$ cat src/rtl/pc_unit_if.sv
// ============================================================================
// Module   : pc_unit_if
// Brief    : Fetch-control bundle between decoder/ALU and the program counter.
// Revision : 1.0 - initial release
// ============================================================================
`default_nettype none

interface pc_unit_if #(
  parameter int XLEN      = 32,
  parameter int RAS_DEPTH = 4
);
  localparam int c_CNT_W = $clog2(RAS_DEPTH) + 1;

  logic              stall;
  logic              excp;
  logic              eret;
  logic [2:0]        kind;
  logic [2:0]        cond;
  logic [XLEN-1:0]   cmp_val;
  logic [15:0]       imm;
  logic [25:0]       idx;
  logic [XLEN-1:0]   reg_target;

  logic [XLEN-1:0]   pc;
  logic [XLEN-1:0]   link;
  logic [XLEN-1:0]   epc;
  logic [c_CNT_W-1:0] ras_count;
  logic              taken;
  logic              ras_err;
  logic              misalign;

  modport master (
    output stall, excp, eret, kind, cond, cmp_val, imm, idx, reg_target,
    input  pc, link, epc, ras_count, taken, ras_err, misalign
  );

  modport slave (
    input  stall, excp, eret, kind, cond, cmp_val, imm, idx, reg_target,
    output pc, link, epc, ras_count, taken, ras_err, misalign
  );
endinterface

`default_nettype wire

$ cat src/rtl/pc_unit.sv
// ============================================================================
// Module   : pc_unit
// Brief    : CPU32 program counter with stall, exception PC and circular RAS.
// Revision : 1.0 - initial release
// ============================================================================
`default_nettype none

module pc_unit #(
  parameter int              XLEN       = 32,
  parameter logic [XLEN-1:0] START_ADRS = 32'h0000_0000,
  parameter logic [XLEN-1:0] EXCP_ADRS  = 32'h0000_0080,
  parameter int              RAS_DEPTH  = 4
) (
  input  wire         clk_cpu,
  input  wire         reset,
  pc_unit_if.slave    bus
);

  localparam int c_PTR_W = $clog2(RAS_DEPTH);
  localparam int c_CNT_W = c_PTR_W + 1;
  localparam logic [c_CNT_W-1:0] c_FULL = c_CNT_W'(RAS_DEPTH);

  localparam logic [2:0] c_K_SEQ   = 3'd0;
  localparam logic [2:0] c_K_BR    = 3'd1;
  localparam logic [2:0] c_K_JMP   = 3'd2;
  localparam logic [2:0] c_K_JR    = 3'd3;
  localparam logic [2:0] c_K_CALL  = 3'd4;
  localparam logic [2:0] c_K_CALLR = 3'd5;
  localparam logic [2:0] c_K_RET   = 3'd6;

  localparam logic [2:0] c_C_EQ  = 3'd0;
  localparam logic [2:0] c_C_NE  = 3'd1;
  localparam logic [2:0] c_C_LEZ = 3'd2;
  localparam logic [2:0] c_C_GTZ = 3'd3;
  localparam logic [2:0] c_C_LTZ = 3'd4;
  localparam logic [2:0] c_C_GEZ = 3'd5;

  logic [XLEN-1:0]    r_pc;
  logic [XLEN-1:0]    r_epc;
  logic [XLEN-1:0]    r_ras [RAS_DEPTH];
  logic [c_PTR_W-1:0] r_ptr;
  logic [c_CNT_W-1:0] r_count;
  logic               r_taken;
  logic               r_ras_err;
  logic               r_misalign;

  logic [XLEN-1:0]    w_next;
  logic [XLEN-1:0]    w_brnc;
  logic [XLEN-1:0]    w_jmp;
  logic [XLEN-1:0]    w_pop_val;
  logic               w_neg;
  logic               w_zero;
  logic               w_cond_true;
  logic               w_reg_jmp;
  logic [XLEN-1:0]    w_pc_nxt;
  logic [XLEN-1:0]    w_epc_nxt;
  logic               w_push;
  logic               w_pop;
  logic               w_taken;
  logic               w_ras_err;
  logic               w_misalign;

  assign w_next    = r_pc + XLEN'(4);
  assign w_brnc    = w_next + {{(XLEN-18){bus.imm[15]}}, bus.imm, 2'b00};
  assign w_pop_val = r_ras[r_ptr - c_PTR_W'(1)];
  assign w_neg     = bus.cmp_val[XLEN-1];
  assign w_zero    = (bus.cmp_val == '0);

  // Jump target keeps the current 256 MB region when XLEN leaves bits above the index.
  generate
    if (XLEN > 28) begin : g_jmp_hi
      assign w_jmp = {r_pc[XLEN-1:28], bus.idx, 2'b00};
    end else begin : g_jmp_lo
      assign w_jmp = {bus.idx, 2'b00};
    end
  endgenerate

  always_comb begin
    w_cond_true = 1'b0;
    case (bus.cond)
      c_C_EQ:  w_cond_true = w_zero;
      c_C_NE:  w_cond_true = !w_zero;
      c_C_LEZ: w_cond_true = w_neg || w_zero;
      c_C_GTZ: w_cond_true = !w_neg && !w_zero;
      c_C_LTZ: w_cond_true = w_neg;
      c_C_GEZ: w_cond_true = !w_neg;
      default: w_cond_true = 1'b0;
    endcase
  end

  always_comb begin
    w_pc_nxt   = w_next;
    w_epc_nxt  = r_epc;
    w_push     = 1'b0;
    w_pop      = 1'b0;
    w_taken    = 1'b0;
    w_ras_err  = 1'b0;
    w_misalign = 1'b0;
    w_reg_jmp  = 1'b0;

    if (bus.excp) begin
      w_pc_nxt  = EXCP_ADRS;
      w_epc_nxt = r_pc;
      w_taken   = 1'b1;
    end else if (bus.stall) begin
      w_pc_nxt = r_pc;
    end else if (bus.eret) begin
      w_pc_nxt = r_epc;
      w_taken  = 1'b1;
    end else begin
      case (bus.kind)
        c_K_BR: begin
          if (w_cond_true) begin
            w_pc_nxt = w_brnc;
            w_taken  = 1'b1;
          end
        end
        c_K_JMP: begin
          w_pc_nxt = w_jmp;
          w_taken  = 1'b1;
        end
        c_K_JR: begin
          w_reg_jmp = 1'b1;
        end
        c_K_CALL: begin
          w_pc_nxt = w_jmp;
          w_taken  = 1'b1;
          w_push   = 1'b1;
        end
        c_K_CALLR: begin
          w_reg_jmp = 1'b1;
          w_push    = 1'b1;
        end
        c_K_RET: begin
          if (r_count != '0) begin
            w_pc_nxt = w_pop_val;
            w_taken  = 1'b1;
            w_pop    = 1'b1;
          end else begin
            w_reg_jmp = 1'b1;
            w_ras_err = 1'b1;
          end
        end
        default: begin
          w_pc_nxt = w_next;
        end
      endcase

      // A misaligned register target traps instead of jumping and suppresses the push.
      if (w_reg_jmp) begin
        w_taken = 1'b1;
        if (bus.reg_target[1:0] != 2'b00) begin
          w_pc_nxt   = EXCP_ADRS;
          w_epc_nxt  = r_pc;
          w_misalign = 1'b1;
          w_push     = 1'b0;
        end else begin
          w_pc_nxt = bus.reg_target;
        end
      end
    end
  end

  always_ff @(posedge clk_cpu) begin
    if (reset) begin
      r_pc       <= START_ADRS;
      r_epc      <= '0;
      r_ptr      <= '0;
      r_count    <= '0;
      r_taken    <= 1'b0;
      r_ras_err  <= 1'b0;
      r_misalign <= 1'b0;
    end else begin
      r_pc       <= w_pc_nxt;
      r_epc      <= w_epc_nxt;
      r_taken    <= w_taken;
      r_ras_err  <= w_ras_err;
      r_misalign <= w_misalign;
      if (w_push) begin
        r_ptr <= r_ptr + c_PTR_W'(1);
        if (r_count != c_FULL) begin
          r_count <= r_count + c_CNT_W'(1);
        end
      end else if (w_pop) begin
        r_ptr   <= r_ptr - c_PTR_W'(1);
        r_count <= r_count - c_CNT_W'(1);
      end
    end
  end

  // When full, the pointer has wrapped onto the oldest entry, so a push overwrites it.
  always_ff @(posedge clk_cpu) begin
    if (!reset && w_push) begin
      r_ras[r_ptr] <= w_next;
    end
  end

  assign bus.pc        = r_pc;
  assign bus.link      = w_next;
  assign bus.epc       = r_epc;
  assign bus.ras_count = r_count;
  assign bus.taken     = r_taken;
  assign bus.ras_err   = r_ras_err;
  assign bus.misalign  = r_misalign;

endmodule

`default_nettype wire

$ cat src/flat_wrapper.sv
// flat-port wrapper written by rule: the top's interface ports become plain ports
module pc_unit_flat 
#(
  parameter int              XLEN       = 32,
  parameter logic [XLEN-1:0] START_ADRS = 32'h0000_0000,
  parameter logic [XLEN-1:0] EXCP_ADRS  = 32'h0000_0080,
  parameter int              RAS_DEPTH  = 4
)
  (clk_cpu, reset, bus_stall, bus_excp, bus_eret, bus_kind, bus_cond, bus_cmp_val, bus_imm, bus_idx, bus_reg_target, bus_pc, bus_link, bus_epc, bus_ras_count, bus_taken, bus_ras_err, bus_misalign);
  pc_unit_if #(.XLEN(XLEN), .RAS_DEPTH(RAS_DEPTH)) bus_i ();
  input  wire clk_cpu;
  input  wire reset;
  input wire logic [$bits(bus_i.stall)-1:0] bus_stall;
  input wire logic [$bits(bus_i.excp)-1:0] bus_excp;
  input wire logic [$bits(bus_i.eret)-1:0] bus_eret;
  input wire logic [$bits(bus_i.kind)-1:0] bus_kind;
  input wire logic [$bits(bus_i.cond)-1:0] bus_cond;
  input wire logic [$bits(bus_i.cmp_val)-1:0] bus_cmp_val;
  input wire logic [$bits(bus_i.imm)-1:0] bus_imm;
  input wire logic [$bits(bus_i.idx)-1:0] bus_idx;
  input wire logic [$bits(bus_i.reg_target)-1:0] bus_reg_target;
  output wire logic [$bits(bus_i.pc)-1:0] bus_pc;
  output wire logic [$bits(bus_i.link)-1:0] bus_link;
  output wire logic [$bits(bus_i.epc)-1:0] bus_epc;
  output wire logic [$bits(bus_i.ras_count)-1:0] bus_ras_count;
  output wire logic [$bits(bus_i.taken)-1:0] bus_taken;
  output wire logic [$bits(bus_i.ras_err)-1:0] bus_ras_err;
  output wire logic [$bits(bus_i.misalign)-1:0] bus_misalign;
  assign bus_i.stall = bus_stall;
  assign bus_i.excp = bus_excp;
  assign bus_i.eret = bus_eret;
  assign bus_i.kind = bus_kind;
  assign bus_i.cond = bus_cond;
  assign bus_i.cmp_val = bus_cmp_val;
  assign bus_i.imm = bus_imm;
  assign bus_i.idx = bus_idx;
  assign bus_i.reg_target = bus_reg_target;
  assign bus_pc = bus_i.pc;
  assign bus_link = bus_i.link;
  assign bus_epc = bus_i.epc;
  assign bus_ras_count = bus_i.ras_count;
  assign bus_taken = bus_i.taken;
  assign bus_ras_err = bus_i.ras_err;
  assign bus_misalign = bus_i.misalign;
  pc_unit #(.XLEN(XLEN), .START_ADRS(START_ADRS), .EXCP_ADRS(EXCP_ADRS), .RAS_DEPTH(RAS_DEPTH)) u_core (.clk_cpu(clk_cpu), .reset(reset), .bus(bus_i));
endmodule
$ cat config.mk
export PLATFORM = sky130hd
export DESIGN_NAME = pc_unit_flat
export DESIGN_NICKNAME = d
export VERILOG_FILES = /design/src/rtl/pc_unit_if.sv /design/src/rtl/pc_unit.sv /design/src/flat_wrapper.sv
export SDC_FILE = /design/constraint.sdc
export NUM_CORES = 1
export LEC_CHECK = 0
export CELL_PAD_IN_SITES_DETAIL_PLACEMENT = 1
export CELL_PAD_IN_SITES_GLOBAL_PLACEMENT = 1
export CORE_MARGIN = 2
export CORE_UTILIZATION = 37
export DETAILED_ROUTE_END_ITERATION = 10
export PLACE_DENSITY_LB_ADDON = 0.1
export SLEW_MARGIN = 20
export SYNTH_ARGS = -nofsm -noshare
export SYNTH_HDL_FRONTEND = slang
export SYNTH_SLANG_ARGS = --single-unit
$ cat constraint.sdc
create_clock -name clk_cpu -period 3.28 [get_ports clk_cpu]
set_input_delay 0.984 -clock clk_cpu [delete_from_list [all_inputs] [get_ports clk_cpu]]
set_output_delay 0.984 -clock clk_cpu [all_outputs]
set_load 0.005 [all_outputs]
After elaboration in Yosys (flattened, before gate mapping) --
Memory sizes are Yosys's and may differ from the RTL's. Index checks and enable logic that the tools add are counted.
Word-level totals: bits in registers 72, word-level logic and storage cells 101, RAM bits 128, memories 1, input port bits 117, output and inout bits 102
Memory list:
- u_core.r_ras | depth 4, bits a word 32, read ports 1, clocked after memory_dff 0, wr ports 1, RTL line pc_unit.sv:40 | logic [XLEN-1:0] r_ras [RAS_DEPTH];
Cells by class: reduce and logical (&&, ||, !) cells 22, mux-type cells 44, eq/ne operators 16, bitwise gates (word level) 3, add/subtract/negate cells 6
Operator list (number):
- $mux 32 | 10
- $pmux 32 s3 | 1
- $add 32x3->32 const B | 1
- $add 32x32->32 | 1
- $logic_not 32->1 | 1
- $mux 1 | 23
- $mux 8 | 2
- $eq 3x3->1 const B | 5
- $eq 3x2->1 const B | 4
- $reduce_or 5->1 | 2
- $mux 3 | 3
- $reduce_bool 2->1 | 4
- $reduce_or 2->1 | 4
- $eq 3x1->1 const B | 2
- $pmux 1 s6 | 1
- $mux 2 | 2
- $ne 2x2->1 const B | 2
- $reduce_and 2->1 | 2
- $reduce_and 4->1 | 1
- $add 3x1->3 const B | 1
- $logic_not 1->1 | 3
- $logic_not 3->1 | 1
- $ne 3x1->1 const B | 1
- $ne 3x3->1 const B | 1
- other kinds (10) | 13

Logic depth before layout (Yosys ltp) --
depth in word-level cells 13, gate-level depth with buffers 16, mapped depth without buffers 15

Least setup slack after synthesis --
Ideal clock, no wire load.
path type register to register, start register u_core.r_pc[7] (netlist: u_core.bus.pc[7]), end register u_core.r_pc[27] (netlist: u_core.bus.pc[27]), path buffers 1, arrival time 3650 ps, cell stages (with the launch flop) 17, period minus slack after synthesis 3762 ps, setup slack -482 ps, library setup time 112 ps, data required time 3168 ps, cells stage by stage dfxtp_1 nand3_2 or3_4 nor2_1 nand3_1 xnor2_1 ha_1 clkbuf_1 a21oi_1 o211ai_1 a21boi_0 o2111ai_1 a31o_2 a21o_1 xor2_1 a21oi_2 a2111oi_1
Between the ends: word-level cells in the longest chain between the ends 6, elaborated cells between the ends (all ways) 7, classes of those cells 2 x add/sub; 5 x mux
RTL lines:
- start, declared | RTL line pc_unit.sv:38 | logic [XLEN-1:0] r_pc;
- start signal, assigned | RTL line pc_unit.sv:174 | r_pc <= w_pc_nxt;
- $add 32x3->32 | RTL line pc_unit.sv:63 | assign w_next = r_pc + XLEN'(4);
- via bus_link[14] | RTL line flat_wrapper.sv:23 | output wire logic [$bits(bus_i.link)-1:0] bus_link;
- $add 32x32->32 | RTL line pc_unit.sv:64 | assign w_brnc = w_next + {{(XLEN-18){bus.imm[15]}}, bus.imm, 2'b00};
- $mux 32 | RTL line pc_unit.sv:113 | if (w_cond_true) begin
- $pmux 32 s3 | RTL line pc_unit.sv:111 | case (bus.kind)
- $mux 32 | RTL line pc_unit.sv:150 | if (w_reg_jmp) begin
- $mux 32 | RTL line pc_unit.sv:107 | end else if (bus.eret) begin
The timed path passes the listed nets, and every way through them passes these cells. A chain may end at the register's enable or synchronous reset.

Worst setup path after layout --
start register u_core.r_pc[10] (netlist: u_core.bus.pc[10]), end register u_core.r_pc[31] (netlist: u_core.bus.pc[31])
Between the ends: word-level cells in the longest chain between the ends 6, elaborated cells between the ends (all ways) 7, classes of those cells 2 x add/sub; 5 x mux
RTL lines (RTL line):
- $add 32x3->32 * | pc_unit.sv:63
- $add 32x32->32 | pc_unit.sv:64
- $mux 32 | pc_unit.sv:113
- $pmux 32 s3 * | pc_unit.sv:111
- $mux 32 * | pc_unit.sv:150
- $mux 32 * | pc_unit.sv:107
Mark *: on every way between the ends. The rest lies on a longest branch, timed or not.

==> summary.md <==
| Metric | Value |
|---|---|
| Critical path's top delay family | `simple AND/OR/NAND/NOR gates` |
| Clock sinks | `200` |
| Status | `finished, violations left` |
| Worst EP arrival | `around 4200 ps` |
| Commonest non-fill, non-tap cell in the layout | `buf_4` |
| PwrDens | `346 mW/mm^2` |
| Combinational share of power | `between 20 and 25%` |
| Clock root buffer | `clkbuf_16` |
| Critical path fanouts, max | `6` |
| Crit-path max cell delay | `~440 ps` |
| WP data required | `~3600 ps` |
| Ratio of routed vias to standard cells | `5.82` |
| Antenna diode count | `0` |
| Total power | `~6.5 mW` |
| Avg Cell Area, Syn | `between 10 and 15 um^2` |
| # fillers | `approximately 3000` |
| Max-slew headroom | `between 50% and 60%` |
| Layout cells sized above 1 | `41.6%` |
| Core area | `~0.029 mm^2` |
| Sw Pwr | `around 1.9 mW` |
| Cts hold-fix bufs | `0` |
| RSZ-0062 raised after global routing | `yes` |
| Peak VDD IR | `about 0.26 mV` |
| Final WL | `around 53000 um` |
| Hold Crit Class | `register to register` |
| Post-route DRC | `0` |
| Post-Syn Area | `between 0.01 and 0.015 mm^2` |
| Synthesized netlist cell count | `between 1000 and 1500` |
| Synthesis-stage register bit count | `200` |
| Post-route ant nets | `0` |
| Int Power | `4.54 mW` |
| Final WS setup | `-618 ps` |
| Die Area | `between 0.03 and 0.04 mm^2` |
| Initial antenna violation count | `0` |
| Critical Path Start Type | `register` |
| First-pass GRT wire length | `around 74000 um` |
| Top cells by area, synth | `edfxtp_1, dfxtp_1, mux4_2` |
| Cells after DPL | `between 1500 and 2000` |
| Sequential cell area | `0.00532 mm^2` |
| Clock tree from TritonCTS | `yes` |
| Layout Utilization | `63.4%` |
| # IOs | `219` |
| Synth Flop Type | `edfxtp_1` |
| Max-slew violation count | `0` |
| Sequential share of power | `a little over two fifths` |
| Total number of H-tree levels | `4` |
| CP endpoint kind | `register` |
| Height of the chip | `176 um` |
| Leakage | `~7.3 nW` |
| Clk pwr share | `around a third` |
| Post-synth top area cell | `edfxtp_1` |
| Pin count of the biggest net entering global routing | `a little over 40` |
| Final setup fails | `33` |
| EDFF count, synth | `128` |
| Total Routing Usage GR | `32.6%` |
| Crit Path Category | `register to register` |
| Final #Nets | `about 1800` |
| Most frequent CP cell | `nand4_1` |
| Sequential share of the synthesized area | `between 40% and 50%` |
| DR pass1 iterations | `5` |
| GRT overflow | `0` |
| Finished Cell Area | `around 0.019 mm^2` |
| CP bufs+invs | `2` |
| Dpl hpwl | `roughly 36000 um` |
| Drt wl/cell | `26.7 um` |
| Worst-Margin Slew | `between 600 and 700 ps` |
| Max cap viols | `0` |
| Ys async rst share | `0%` |
| GPL Wtd Cong | `slightly above 0.9` |
| Starting density of the core | `around 37%` |
| Hold Vio Cnt, Final | `0` |
| # rows | `63` |
| Distinct cell type count of the synthesized netlist | `just under 80` |
| Switching Fraction | `between 20 and 30%` |
| CTS buffer count | `17` |
| Area Overhead vs Synth | `70.0%` |
| Failing checks | `setup timing` |
| Vias in the first global route | `12200` |
| Post-Syn Nets | `1220` |
| Setup WS pre-CTS | `-854 ps` |
| Clk buf depth | `2` |
| Vias | `about 12000` |
| Worst-Skew Late Latency | `460 ps` |
| Crit share post-route | `119%` |
| Warnings from Yosys | `0` |
| PortBufs | `218` |
| Post-Route Skew | `between 10 and 15 ps` |
| Peak Freq | `roughly 260 MHz` |
| Multi-input logic area | `just under 0.007 mm^2` |
| CP Cell Sequence | `inv_2, or3_4, nor2_4, nand4_1, xnor2_2, buf_4, ha_4, nand4_1, nor2_2, nand2_1, o2111ai_4, nand3_2, a21oi_2, mux2_4, a2bb2oi_2, o41ai_2` |
| Die width | `about 180 um` |
| Dpl cell area | `0.0157 mm^2` |
| Crit-path slowest cell | `or3_4` |
| Min Tclk post-route | `3900 ps` |
| Finished Layout Cells | `about 2000` |
| Commonest non-fill, non-tap cells in the layout | `buf_4, clkdlybuf4s50_1, edfxtp_1` |
| Clock transition at path regs | `approximately 80 ps` |
| Share of the synthesized area in the top cell type | `between 30% and 40%` |
| DR iter-0 viols | `roughly 890` |
[per-layer routing]
| metal | up-vias | part of all wire (%) | track usage (%) | wire length (um) |
|---|---|---|---|---|
| met5 | - | 0 | 0 | 0 |
| met1 | 5848 | 36 | 37.2 | 19500 |
| met3 | 175 | 6.2 | 5.51 | 3320 |
| met2 | 539 | 50 | 57.2 | 26900 |
| li1 | 5096 | - | - | - |
| met4 | 0 | 6.9 | 19.3 | 3690 |
[logic make-up (layout without fill, tap and decap cells)]
| family | after synthesis | count (layout) | synth area share, % |
|---|---|---|---|
| fa+ha+maj | 41 | 41 | 4.78 |
| buf+inv | 89 | 639 | 3.28 |
| simple gates | 324 | 324 | 13.9 |
| flops | 200 | 200 | 48.0 |
| xor+xnor | 53 | 53 | 4.29 |
| mux | 38 | 38 | 7.17 |
| compound gates | 318 | 318 | 18.5 |
[worst reg2reg max path: stages, from the launching register on]
cell	delay, ps
dfxtp_2	350
inv_2	40
or3_4	440
nor2_4	280
nand4_1	210
xnor2_2	180
buf_4	160
ha_4	300
nand4_1	210
nor2_2	240
nand2_1	170
o2111ai_4	290
nand3_2	150
a21oi_2	180
mux2_4	350
a2bb2oi_2	160
o41ai_2	80
[synth_stat cells (3+ instances only)]
cell       number
edfxtp_1      128
a21oi_1       124
nand2_1       123
dfxtp_1        72
nor2_1         64
o21ai_0        55
clkbuf_1       45
ha_1           38
xnor2_1        36
mux4_2         32
inv_1          28
nor3_1         26
nand3_1        25
a21o_1         18
a221oi_1       17
or3_1          17
xor2_1         16
nor4_1         14
nand4_1        12
buf_2          11
a221o_1         9
o21a_1          9
a31oi_1         8
and3_1          8
a211oi_1        7
a222oi_1        7
nand2b_1        7
a22oi_1         6
and2_1          6
nor2b_1         6
o21ai_1         6
o2111ai_1       5
o211ai_1        5
o31a_1          5
a21boi_0        4
a211o_1         3
a32oi_1         3
buf_4           3
mux2i_1         3
o21bai_1        3
or2_2           3
[stage by stage]
stage                     hold slack, ps  TNS [ps]
after CTS                            473     -6840
after detailed placement             463    -26530
after floorplan                      456      -391
after global placement               455    -24260
final                                476    -10280
after global routing                 501    -13520
[timing repair]
item                                    in CTS  in global routing
endpoints found under the setup margin      51                 49
pin swaps                                  125                104
buffers inserted                            73                 45
resized for setup                          351                124
[flip-flops by register name, indices dropped and copies added (netlist names), named ones only]
signal and cells:
u_core.bus.ras_err 1, u_core.bus.pc 30, u_core.bus.ras_count 3, u_core.r_ras 128, u_core.bus.epc 32, u_core.bus.taken 1
u_core.r_ptr 2, u_core.bus.misalign 1
[power by group through the flow]
stage	clock network (mW)	registers (mW)	logic, mW
floorplan	0	2.78	0.491
global placement	0	2.77	1.21
detailed placement	0	2.77	1.23
CTS	2.20	2.72	1.41
global route	2.29	2.72	1.64
finish	2.18	2.72	1.57
[layout make-up]
class,instances,share of cell area (%)
well taps,390,2.61
clock buffers,18,2.30
clock inverters,14,0.823
flip-flops and latches,200,28.4
multi-input cells,774,36.8
repair buffers,579,28.4
inverters,28,0.562
[path summary, 6_finish.rpt]
kind	startpoint	slack [ps]	to	depth (start not counted)
hold / removal	u_core.bus.epc[12]$_SDFFE_PP0P_	480	u_core.bus.epc[12]$_SDFFE_PP0P_	2
setup / recovery	u_core.bus.pc[10]$_SDFFE_PP0N_	-620	u_core.bus.pc[31]$_SDFFE_PP0P_	16
setup reg to reg	u_core.bus.pc[10]$_SDFFE_PP0N_	-620	u_core.bus.pc[31]$_SDFFE_PP0P_	16
hold reg to reg	u_core.bus.epc[12]$_SDFFE_PP0P_	480	u_core.bus.epc[12]$_SDFFE_PP0P_	2
Power figures use the tool's default switching activity.
